`src/rtl/rr_req_arbiter.sv`:
```
// Round-robin arbiter: grants one of N requesters, registered one-hot grant plus binary index.
// Latency: request sampled at edge k is reflected in gnt after edge k (1 cycle).
// Backpressure: owner keeps the grant while it requests, bounded by MAX_HOLD; en=0 drops the grant.
module rr_req_arbiter #(
    parameter int N        = 8,
    parameter int IDX_W    = 3,
    parameter int MAX_HOLD = 16
) (
    input  logic             clk,
    input  logic             rst,
    input  logic             en,
    input  logic [N-1:0]     req,
    output logic [N-1:0]     gnt,
    output logic [IDX_W-1:0] gnt_idx,
    output logic             gnt_valid
);

    // Hold counter only needs to reach MAX_HOLD-1.
    localparam int HW          = (MAX_HOLD > 2) ? $clog2(MAX_HOLD) : 1;
    localparam int HOLD_LAST_I = (MAX_HOLD > 0) ? MAX_HOLD - 1 : 0;
    localparam logic [HW-1:0] HOLD_LAST = HW'(HOLD_LAST_I);

    typedef enum logic {IDLE, GRANT} state_t;

    state_t           state, state_n;
    logic [N-1:0]     gnt_n;
    logic [IDX_W-1:0] idx_n;
    logic [IDX_W-1:0] ptr, ptr_n;
    logic [HW-1:0]    hold_cnt, hold_n;

    logic             found_ptr, found_after;
    logic [IDX_W-1:0] pick_ptr, pick_after;
    logic [IDX_W-1:0] ptr_after;
    logic             timeout;

    // First set request searched cyclically from start; returns {found, index}.
    function automatic logic [IDX_W:0] rr_pick(input logic [N-1:0] r, input logic [IDX_W-1:0] start);
        logic             found;
        logic [IDX_W-1:0] idx;
        logic [IDX_W-1:0] jj;
        int               j;
        found = 1'b0;
        idx   = '0;
        for (int k = 0; k < N; k++) begin
            j = int'(start) + k;
            if (j >= N) begin
                j = j - N;
            end
            jj = IDX_W'(j);
            if (!found && r[jj]) begin
                found = 1'b1;
                idx   = jj;
            end
        end
        return {found, idx};
    endfunction

    // Candidate selections: from the current pointer and from just past the current owner.
    always_comb begin
        ptr_after                 = (gnt_idx == IDX_W'(N - 1)) ? '0 : gnt_idx + IDX_W'(1);
        {found_ptr, pick_ptr}     = rr_pick(req, ptr);
        {found_after, pick_after} = rr_pick(req, ptr_after);
        timeout                   = (MAX_HOLD != 0) && (hold_cnt == HOLD_LAST);
    end

    // Next-state and next-grant decision.
    always_comb begin
        state_n = state;
        gnt_n   = gnt;
        idx_n   = gnt_idx;
        ptr_n   = ptr;
        hold_n  = hold_cnt;
        case (state)
            IDLE: begin
                gnt_n = '0;
                idx_n = '0;
                if (en && (|req)) begin
                    state_n        = GRANT;
                    gnt_n[pick_ptr] = 1'b1;
                    idx_n          = pick_ptr;
                    hold_n         = '0;
                end
            end
            GRANT: begin
                if (!en) begin
                    state_n = IDLE;
                    gnt_n   = '0;
                    idx_n   = '0;
                    hold_n  = '0;
                end else if (!req[gnt_idx] || timeout) begin
                    // Release or timeout: move priority past the owner and re-arbitrate
                    // in the same edge, so there is no idle bubble.
                    ptr_n  = ptr_after;
                    hold_n = '0;
                    if (found_after) begin
                        gnt_n             = '0;
                        gnt_n[pick_after] = 1'b1;
                        idx_n             = pick_after;
                    end else begin
                        state_n = IDLE;
                        gnt_n   = '0;
                        idx_n   = '0;
                    end
                end else if ((MAX_HOLD != 0) && (hold_cnt != HOLD_LAST)) begin
                    hold_n = hold_cnt + HW'(1);
                end
            end
            default: begin
                state_n = IDLE;
                gnt_n   = '0;
                idx_n   = '0;
            end
        endcase
    end

    // State and output registers.
    always_ff @(posedge clk) begin
        if (rst) begin
            state    <= IDLE;
            gnt      <= '0;
            gnt_idx  <= '0;
            ptr      <= '0;
            hold_cnt <= '0;
        end else begin
            state    <= state_n;
            gnt      <= gnt_n;
            gnt_idx  <= idx_n;
            ptr      <= ptr_n;
            hold_cnt <= hold_n;
        end
    end

    assign gnt_valid = |gnt;

endmodule

```
`config.mk`:
```
export PLATFORM = sky130hd
export DESIGN_NAME = rr_req_arbiter
export DESIGN_NICKNAME = d
export VERILOG_FILES = /design/src/rtl/rr_req_arbiter.sv
export SDC_FILE = /design/constraint.sdc
export NUM_CORES = 1
export LEC_CHECK = 0
export CAP_MARGIN = 15
export CORE_UTILIZATION = 60
export DETAILED_ROUTE_END_ITERATION = 8
export PLACE_DENSITY_LB_ADDON = 0.12
export SETUP_SLACK_MARGIN = 0.5
export SLEW_MARGIN = 25
export SYNTH_ARGS = -nofsm -noshare
export SYNTH_HDL_FRONTEND = slang
export SYNTH_SLANG_ARGS = --single-unit
```
`constraint.sdc`:
```
create_clock -name clk -period 4.4 [get_ports clk]
set_input_delay 0.66 -clock clk [delete_from_list [all_inputs] [get_ports clk]]
set_output_delay 0.66 -clock clk [all_outputs]
set_load 0.03 [all_outputs]
```
Word level (Yosys, flattened, before mapping)
Cells that the tools add are included.
Cells by class
  reductions and logical operators: 37
  muxes and demuxes: 106
  $add $sub $neg: 32
  bitwise logic cells: 1
  eq/ne operators: 6
  $lt $le $gt $ge: 37
Operators with widths (number)
  $mux W3: 37
  $lt A3 B4 Y1 const B: 19
  $ge A4 B4 Y1 const B: 14
  $bmux W1 S3: 17
  $sub A3 B1 Y3 const B: 16
  $mux W1: 38
  $add A3 B3 Y4 const B: 8
  $mux W8: 4
  $logic_and A1 B1 Y1: 17
  $add A3 B2 Y4 const B: 4
  $mux W4: 4
  $pmux W8 S2: 1
  $reduce_or A8 Y1: 2
  $logic_not A1 Y1: 15
  $add A3 B1 Y4 const B: 2
  $ge A3 B4 Y1 const B: 2
  $pmux W4 S2: 1
  $demux W1 S3: 2
  $ge A3 B1 Y1 const B: 2
  $pmux W3 S2: 1
  $add A4 B1 Y4 const B: 1
  $eq A4 B4 Y1 const B: 1
  $ne A4 B2 Y1 const B: 1
  $ne A4 B4 Y1 const B: 1
  9 further kinds: 9
Word-level totals
  output and inout bits: 12
  bits of input ports: 11
  register bits after elaboration: 19
  word-level logic and storage cells: 224

Longest topological paths before layout
Gate-level depths: netlist (run 1).
  word-level depth: 36
  gate-level depth with buffers: 14
  depth with buffers taken out: 10

Worst setup path after synthesis (run 1)
No wires, ideal clock.
  kind: register -> register
  from: reg gnt_idx[0]
  to: reg gnt[4]
  required time: 4.309 ns
  library setup time: 0.091 ns
  path buffers: 3
  period minus slack after synthesis: 4.067 ns
  cell stages (with the launch flop): 14
  path slack: 0.333 ns
  data arrival time: 3.976 ns
  cells stage by stage: dfxtp_1 > clkbuf_1 > inv_1 > ha_1 > buf_6 > buf_6 > mux2_4 > mux4_2 > mux2_4 > o32ai_4 > a2111oi_4 > o32ai_4 > or4_1 > a311oi_1
On the way
  word-level cells in the longest chain between the ends: 36
  elaborated cells between the ends (all ways): 94
  those cells by class: 16 x add/sub; 10 x order compare; 2 x eq/ne; 49 x mux; 17 x reduce/logical
Ends and longest elaborated chain
  start: declaration: RTL line 14  | output logic [IDX_W-1:0] gnt_idx,
  start signal: assignment: RTL line 127  | gnt_idx <= idx_n;
  parallel branches: the longest is 36 deep, another holds $add A3 B1 Y4
  end signal: assignment: RTL line 126  | gnt <= gnt_n;
  end: declaration: RTL line 13  | output logic [N-1:0] gnt,
Several ways; the timed one is not identified. The select of a mux whose other input is x is not followed.
A chain may end at the register's enable or synchronous reset.

Worst setup path in the final report (run 1)
  from: in req[5]
  to: reg gnt[4]
On the way
  word-level cells in the longest chain between the ends: 32
  elaborated cells between the ends (all ways): 113
  those cells by class: 4 x order compare; 1 x eq/ne; 74 x mux; 34 x reduce/logical
Ends and longest elaborated chain
  start: declaration: RTL line 12  | input logic [N-1:0] req,
  $bmux W1 S3: RTL line 50  | if (!found && r[jj]) begin
  $mux W1 (not written as such): RTL line 50
  $mux W1: RTL line 50
  $logic_not A1 Y1: RTL line 50
  $logic_and A1 B1 Y1: RTL line 50
  $mux W1: RTL line 50
  $logic_not A1 Y1: RTL line 50
  $logic_and A1 B1 Y1: RTL line 50
  [... 16 more ...]
  $lt A3 B4 Y1 (not written as such) or $ge A3 B1 Y1 (tied branches): RTL line 97  | gnt_n[pick_after] = 1'b1;
  $logic_and A1 B1 Y1 (not written as such): RTL line 97
  $mux W1 (not written as such): RTL line 97
  $demux W1 S3: RTL line 97
  $mux W8: RTL line 95  | if (found_after) begin
  $mux W8: RTL line 90  | end else if (!req[gnt_idx] || timeout) begin
  $mux W8: RTL line 85  | if (!en) begin
  $pmux W8 S2: RTL line 73  | case (state)
Parallel ways exist; a longest one is shown, timed or not. The select of a mux whose other input is x is not followed.

==> results of run 1 <==
## final timing paths
check	from	endpoint	slack, ns	cells after the start
setup / recovery	req[5]	gnt[4]	0.69	10
hold / removal	hold_cnt[3]	hold_cnt[3]	0.50	2
setup reg to reg	gnt_idx[0]	gnt[4]	0.70	11
hold reg to reg	hold_cnt[3]	hold_cnt[3]	0.50	2
## final cells by class
cell class	count	area share [%]
clock buffers	3	1.18
clock inverters	1	0.143
inverters	12	1.29
multi-input cells	302	71.9
flip-flops and latches	19	11.0
well taps	67	2.40
repair buffers	45	12.1
## cells in the mapped netlist, drive strengths merged, types with 6 or more instances
cell	n
nor2	39
mux2i	31
nand2	22
clkbuf	20
o21ai	20
dfxtp	19
mux4	19
a21oi	16
buf	14
mux2	13
nor3	13
inv	12
nand3	9
a311oi	8
a211oi	7
nor2b	7
a31oi	6
ha	6
## registers in the layout, indices dropped and copies added, names as in the netlist
register and flops:
gnt 8, gnt_idx 3, hold_cnt 4, ptr 3
state 1
## power by group through the flow
stage | sequential [uW] | combinational [uW] | clock, uW
finish | 192 | 595 | 123
global route | 193 | 638 | 132
CTS | 194 | 573 | 124
detailed placement | 198 | 570 | 0
global placement | 198 | 560 | 0
floorplan | 206 | 425 | 0
## worst reg2reg max path: stages (launching register included)
cell and delay [ns]:
sky130_fd_sc_hd__dfxtp_4 0.39, sky130_fd_sc_hd__inv_1 0.06, sky130_fd_sc_hd__ha_1 0.33, sky130_fd_sc_hd__buf_12 0.20
sky130_fd_sc_hd__mux2_2 0.39, sky130_fd_sc_hd__mux4_2 0.52, sky130_fd_sc_hd__mux2_4 0.24, sky130_fd_sc_hd__o32ai_4 0.11
sky130_fd_sc_hd__a2111oi_4 0.38, sky130_fd_sc_hd__o32ai_4 0.20, sky130_fd_sc_hd__or4_1 0.53, sky130_fd_sc_hd__a311oi_1 0.25
## layer usage
metal,vias to the layer above,GRT usage (%),share of wire [%]
li1,1460,-,-
met1,1490,40.9,41
met2,152,53.9,49
met3,23,2.61,6.2
met4,0,12.6,2.8
met5,-,0,0
## cells by family (layout without fill, tap and decap cells)
group	count (synthesis)	count (layout)	share of synthesized area, %
simple gates	118	118	18.8
mux	63	63	29.2
fa+ha+maj	6	6	2.43
buf+inv	46	61	7.28
flops	19	19	12.3
compound gates	109	109	28.1
xor+xnor	6	6	1.94
## per-stage QoR
stage,cells,util (%),power (uW),worst slack [ns],instance area (sq um)
finish,449,72.2,910,0.692,3500
global route,449,72.2,963,0.513,3500
CTS,444,70.4,890,0.522,3410
detailed placement,440,69.4,767,0.325,3370
global placement,440,69.4,758,0.377,3370
floorplan,367,-,631,0.578,3100
## what timing repair did
item / CTS / global route
endpoints found under the setup margin: 3 / 8
gates resized for setup: 1 / 14
setup buffers: 0 / 5
cloned: 0 / 0
pin swaps: 0 / 1
## layout by cell type (no fill, tap or decap), types with 7 or more instances in the layout
cell type	count
sky130_fd_sc_hd__nor2_1	37
sky130_fd_sc_hd__mux2i_1	28
sky130_fd_sc_hd__nand2_1	22
sky130_fd_sc_hd__buf_4	22
sky130_fd_sc_hd__dfxtp_1	18
sky130_fd_sc_hd__mux4_2	17
sky130_fd_sc_hd__o21ai_0	17
sky130_fd_sc_hd__a21oi_1	15
sky130_fd_sc_hd__clkdlybuf4s50_1	15
sky130_fd_sc_hd__nor3_1	13
sky130_fd_sc_hd__inv_1	12
sky130_fd_sc_hd__mux2_2	11
sky130_fd_sc_hd__nand3_1	9
sky130_fd_sc_hd__a311oi_1	8
sky130_fd_sc_hd__a211oi_1	7
sky130_fd_sc_hd__nor2b_1	7
sky130_fd_sc_hd__dlymetal6s2s_1	7
==> reports/results.env, run 1 <==
RUN_STATUS='finished, final reports clean'
NUMBER_OF_INSTANCES_IN_THE_SYNTHESIZED_NETLIST=367
TRITONCTS_CLOCK_TREE='done'
GPL.FINAL_WEIGHTED_CONGESTION=0.933
SYNTH_TOP_AREA_SHARE_PCT=12.4
YOSYS_REGISTER_BITS=19
DETAILED_ROUTER_ITERATION_COUNT_BEFORE_ANTENNA_REPAIR=5
SYNTH_EDF_COUNT=0
TIMING.FINAL.CRIT_PERIOD_NS=3.71
SETUP.WORST_PATH.END_CLASS='register'
NETSWITCHINGFRACTION_PCT=44.4
DETAIL_ROUTE.ITER0.VIOLATIONS=191
ANT_NETS=0
DESIGN.PORTCOUNT=23
CTS_INSERTED_BUFFERS=3
CLKPWRFRAC_PCT=13.5
CP-START-KIND='input pin'
CLOCK-SKEW-FINAL_NS=0.00391
TRITONCTS_NUM_SINKS=19
CELLPOWERDENSITY_nW_PER_UM2=260
P_SW_uW=404
FINAL_SETUP_FAILS=0
LAYOUT.FILLER_CELLS=389
ANTENNA_FOUND_INITIAL=0
WIRE_LENGTH_OF_THE_FIRST_GLOBAL_ROUTING_PASS_MM=13.5
HOLD_BUFFER_COUNT_AT_CTS=0
CRITICAL_PATH_REQUIRED_NS=4.57
YS.WARNINGS.COUNT=0
YOSYSUNIQUECELLTYPES=76
CP_CELL_SEQUENCE='clkdlybuf4s50_1 -> buf_4 -> mux2_2 -> mux4_2 -> mux2_4 -> o32ai_4 -> a2111oi_4 -> o32ai_4 -> or4_1 -> a311oi_1'
SYN2LAYOUT_AREA_GROWTH_PCT=13.1
FLOORPLAN.INITIALDENSITY_PCT=63.8
ARRIVAL_NS=3.87
FINALHOLDWORSTSLACK_NS=0.503
WORSTSKEWPAIRLATENCY_NS=0.26
SYNTH_TOP_CELL_BY_AREA='sky130_fd_sc_hd__mux4_2'
DETAIL_ROUTE.DRC_VIOLATIONS=0
AREA_USED_BY_SEQUENTIAL_LOGIC_IN_THE_LAYOUT_SQ_UM=384
FIN_TNS_SETUP_NS=0
SEQUENTIALPOWERSHARE_PCT=21.1
FP.DIEH_UM=73.8
DIE-WIDTH_UM=73.8
YS_ASYNC_SR_FRACTION_PCT=0
GROUTE.USAGE.OVERALL_PCT=31.5
TIMING.SLEW.HEADROOM_PCT=53.4
YOSYSSEQAREASHARE_PCT=12.3
FIRST_GLOBAL_VIAS=2837
POST_SYNTH_NET_TOTAL=384
LARGEST_NET_DEGREE_AT_THE_START_OF_GLOBAL_ROUTING=23
TIMING.FMAX_MHz=270
FLOORPLAN.ROWS=25
WORST_HOLD_PATH_TYPE='register to register'
SYNTH_AREA_SQ_UM=3090
OVERFLOW=0
CRITPATHBUFINV=2
CTS-HTREE-LEVELS=1
PROPORTION_OF_LAYOUT_CELLS_WITH_A_DRIVE_SUFFIX_ABOVE_1_PCT=20.7
COREAREA_SQ_UM=4850
ROUTED_WIRE_LENGTH_PER_INSTANCE_UM=18.6
AREA_OCCUPIED_BY_MULTI_INPUT_GATES_SQ_UM=2520
VIAS=3125
CTSLONGESTPATHBUFFERS=2
CELL_TYPE_WITH_THE_HIGHEST_OCCURRENCE_COUNT_ON_THE_CRITICAL_PATH='sky130_fd_sc_hd__o32ai_4'
FINAL_WL_MM=8.34
SETUP_REPAIR_AFTER_GLOBAL_ROUTING_MISSED_ITS_MARGIN='no'
PLACE.PORT_BUFFERS=22
CRITICALPATHCATEGORY='input pin to register'
CTS_ROOT_BUF='sky130_fd_sc_hd__clkbuf_8'
WORST_PATH_MAX_DELAY_CELL='sky130_fd_sc_hd__or4_1'
TIMING_MAX_TRANSITION_VIOLATIONS_FINAL=0
DETAILED_PLACE_HPWL_MM=6.12
WORST_IR_DROP_VDD_uV=136
CPLARGESTDELAYFAMILY='multiplexers'
MAXCAPVIOLATIONS=0
POWER_REPORT.INTERNAL_TOTAL_uW=506
CLK_TRANSITION_REPORTED_PATHS_NS=0.08
TIMING.CRITICAL_PATH.SLOWEST_CELL_DELAY_NS=0.53
N_ANTENNA_CELL=0
DIE_AREA_SQ_UM=5450
YS_DOMINANT_REG_CELL='sky130_fd_sc_hd__dfxtp_1'
POST-ROUTE-PERIOD-UTIL_PCT=84.3
CRIT_FANOUT=11
SYNTH.TOP_CELLS.BY_AREA='sky130_fd_sc_hd__mux4_2 (12%), sky130_fd_sc_hd__dfxtp_1 (12%), sky130_fd_sc_hd__mux2i_1 (9.7%)'
P_LEAK_uW=0.00133
DESIGN.FINAL.NETS=400
HOLD_VIOL_FINAL=0
POST_DRT_VIA_CELL_RATIO=6.96
SYN_AREA_PER_CELL_SQ_UM=8.43
COMB_POWER_SHARE_PCT=65.4
WORST_PIN_SLEW_NS=0.698
Note: power is estimated with default switching activity, not from simulation.
==> run 2, diff against run 1 <==
==> constraint.sdc (replaced) <==
create_clock -name clk -period 3.5 [get_ports clk]
set_input_delay 0.525 -clock clk [delete_from_list [all_inputs] [get_ports clk]]
set_output_delay 0.525 -clock clk [all_outputs]
set_load 0.03 [all_outputs]
==> run 2 against run 1 <==
  * Die area is the same
  * Utilization grew 14 points
  * Setup slack lost 0.53 ns
  * Count of clock-buffer cells in the layout is the same
  * Clock power grew 25%
  * Largest cell class unchanged
  * Critical path type unchanged
  * Critical endpoint unchanged
==> reports/results.env, run 2 (synthesis gave the netlist of run 1 again) <==
DESIGN.FINAL.NETS=449  # was 400
FLOORPLAN.ROWS=25  # unchanged
MAXCAPVIOLATIONS=0  # unchanged
FINAL_WL_MM=10.3  # was 8.34 mm
DESIGN.PORTCOUNT=23  # unchanged
CTS_INSERTED_BUFFERS=3  # unchanged
WORSTSKEWPAIRLATENCY_NS=0.26  # about the same
FP.DIEH_UM=73.8  # unchanged
POST_DRT_VIA_CELL_RATIO=7.03  # was 6.96
GROUTE.USAGE.OVERALL_PCT=38.8  # was 31.5%
DIE-WIDTH_UM=73.8  # unchanged
PROPORTION_OF_LAYOUT_CELLS_WITH_A_DRIVE_SUFFIX_ABOVE_1_PCT=37.8  # was 20.7%
LARGEST_NET_DEGREE_AT_THE_START_OF_GLOBAL_ROUTING=20  # was 23
CLKPWRFRAC_PCT=10.9  # was 13.5%
CP-START-KIND='input pin'  # unchanged
FLOORPLAN.INITIALDENSITY_PCT=63.8  # unchanged
WIRE_LENGTH_OF_THE_FIRST_GLOBAL_ROUTING_PASS_MM=16.3  # was 13.5 mm
COMB_POWER_SHARE_PCT=72.1  # was 65.4%
PLACE.PORT_BUFFERS=22  # unchanged
ROUTED_WIRE_LENGTH_PER_INSTANCE_UM=20.6  # was 18.6 um
TIMING.FMAX_MHz=299
SETUP_REPAIR_AFTER_GLOBAL_ROUTING_MISSED_ITS_MARGIN='yes'  # was no
WORST_HOLD_PATH_TYPE='register to register'  # unchanged
OVERFLOW=0  # unchanged
HOLD_BUFFER_COUNT_AT_CTS=0  # unchanged
DETAIL_ROUTE.DRC_VIOLATIONS=0  # unchanged
DETAIL_ROUTE.ITER0.VIOLATIONS=363  # was 191
CTS-HTREE-LEVELS=1  # unchanged
CTSLONGESTPATHBUFFERS=2  # unchanged
TOP_REG_BY_FLOPS='gnt'  # unchanged
TRITONCTS_CLOCK_TREE='done'  # unchanged
NETSWITCHINGFRACTION_PCT=44.1  # was 44.4%
P_LEAK_uW=0.00156  # was 0.00133 uW
FIRST_GLOBAL_VIAS=3398  # was 2837
TRITONCTS_NUM_SINKS=19  # unchanged
PLACED_CELLS=480  # was 440
DESIGN_AREA_SQ_UM=4190  # was 3500 sq um
VIAS=3501  # was 3125
DETAILED_PLACE_HPWL_MM=6.95  # was 6.12 mm
ANTENNA_FOUND_INITIAL=0  # unchanged
DIE_AREA_SQ_UM=5450  # unchanged
CRITICALPATHCATEGORY='input pin to register'  # unchanged
TIMING.SLEW.HEADROOM_PCT=53.8  # was 53.4%
POST-ROUTE-PERIOD-UTIL_PCT=95.5
POST_LAYOUT_NONFILLER_INSTANCES=498  # was 449
RUN_STATUS='finished, final reports clean'  # unchanged
POWER_REPORT.INTERNAL_TOTAL_uW=786  # was 506 uW
HOLD_VIOL_FINAL=0  # unchanged
COREAREA_SQ_UM=4850  # unchanged
CTS_ROOT_BUF='sky130_fd_sc_hd__clkbuf_8'  # unchanged
WORST_PIN_SLEW_NS=0.691  # was 0.698 ns
WORST_IR_DROP_VDD_uV=227  # was 136 uV
N_ANTENNA_CELL=0  # unchanged
P_SW_uW=621  # was 404 uW
CRITICAL_PATH_REQUIRED_NS=3.66  # was 4.57 ns
LARGEST_REGISTER_FF_COUNT=8  # unchanged
TIMING_MAX_TRANSITION_VIOLATIONS_FINAL=0  # unchanged
ANT_NETS=0  # unchanged
RRSETUPSLACK_NS=0.17  # was 0.70 ns
CRIT_FANOUT=11  # unchanged
GPL.FINAL_WEIGHTED_CONGESTION=1.03  # was 0.933
SYN2LAYOUT_AREA_GROWTH_PCT=35.4  # was 13.1%
SETUP.WORST_PATH.END_CLASS='register'  # unchanged
TIMING.FINAL.CRIT_PERIOD_NS=3.34
CLOCK-SKEW-FINAL_NS=0.00451  # was 0.00391 ns
BIGGESTREGSBYFLOPS='gnt x8, hold_cnt x4'  # unchanged
SEQUENTIALPOWERSHARE_PCT=17.0  # was 21.1%
ARRIVAL_NS=3.50  # was 3.87 ns
POST_DP_CELL_AREA_SQ_UM=3730  # was 3370 sq um
CELLPOWERDENSITY_nW_PER_UM2=336  # was 260 nW/um^2
FINAL_SETUP_FAILS=0  # unchanged
DETAILED_ROUTER_ITERATION_COUNT_BEFORE_ANTENNA_REPAIR=7  # was 5
LAYOUT_COMMONEST_CELL='sky130_fd_sc_hd__buf_4'  # was sky130_fd_sc_hd__nor2_1
FINAL_CELL_MIX='sky130_fd_sc_hd__buf_4 (60), sky130_fd_sc_hd__nor2_1 (35), sky130_fd_sc_hd__nand2_1 (22), sky130_fd_sc_hd__mux2i_1 (22), sky130_fd_sc_hd__mux4_2 (19)'  # was sky130_fd_sc_hd__nor2_1 (37), sky130_fd_sc_hd__mux2i_1 (28), sky130_fd_sc_hd__nand2_1 (22), sky130_fd_sc_hd__buf_4 (22), sky130_fd_sc_hd__dfxtp_1 (18)
CLK_TRANSITION_REPORTED_PATHS_NS=0.07  # was 0.08 ns
run 2: critical path: stages:
cell	delay [ns]
sky130_fd_sc_hd__clkdlybuf4s50_1	0.52
sky130_fd_sc_hd__buf_4	0.20
sky130_fd_sc_hd__mux2i_1	0.08
sky130_fd_sc_hd__mux4_2	0.56
sky130_fd_sc_hd__nor2b_1	0.20
sky130_fd_sc_hd__a31oi_1	0.08
sky130_fd_sc_hd__a2111oi_2	0.51
sky130_fd_sc_hd__a2111oi_4	0.10
sky130_fd_sc_hd__or4_1	0.43
sky130_fd_sc_hd__a311oi_1	0.27
run 2: metal layers:
metal	vias up	wire [um]	global-route usage [%]
met2	214	5180	66.6
met4	0	355	17.5
li1	1560	-	-
met1	1683	3970	47.8
met3	44	771	6.04
met5	-	0	0
run 2: power by group through the flow:
stage / Combinational (uW) / Sequential (uW) / Clock (uW)
global route: 1060 / 241 / 164
CTS: 943 / 239 / 153
floorplan: 563 / 260 / 0
finish: 1010 / 239 / 154
detailed placement: 820 / 244 / 0
global placement: 802 / 243 / 0
run 2: layout make-up:
class | count | area (sq um)
multi-input cells | 302 | 2800
repair buffers | 94 | 822
clock buffers | 3 | 41.3
clock inverters | 1 | 5.00
well taps | 67 | 83.8
inverters | 12 | 47.5
fillers | 268 | 661
flip-flops and latches | 19 | 388
run 2: path summary, 6_finish.rpt:
path,from,cells past startpoint,to
setup reg to reg,gnt_idx[0],12,gnt[6]
hold / removal,gnt[6],2,gnt[6]
hold reg to reg,gnt[6],2,gnt[6]
setup / recovery,req[4],10,gnt[4]
run 2: through the flow:
| step | total power [uW] | setup WS [ns] | setup TNS (ns) | utilization, % | hold WS [ns] |
|---|---|---|---|---|---|
| final | 1410 | 0.159 | 0 | 86.4 | 0.509 |
| after global routing | 1460 | 0.0585 | 0 | 86.4 | 0.541 |
| after CTS | 1340 | 0.209 | 0 | 85.0 | 0.517 |
| after detailed placement | 1060 | -0.144 | -0.614 | 77.0 | 0.505 |
| after global placement | 1050 | 0.00172 | 0 | 77.0 | 0.470 |
| after floorplan | 823 | 0.0471 | 0 | - | 0.458 |
run 2: what timing repair did:
| item | 4_1_cts | 5_1_grt |
|---|---|---|
| endpoints found under the setup margin | 15 | 15 |
| pin swaps | 15 | 9 |
| buffers inserted | 13 | 1 |
| resized for setup | 52 | 12 |
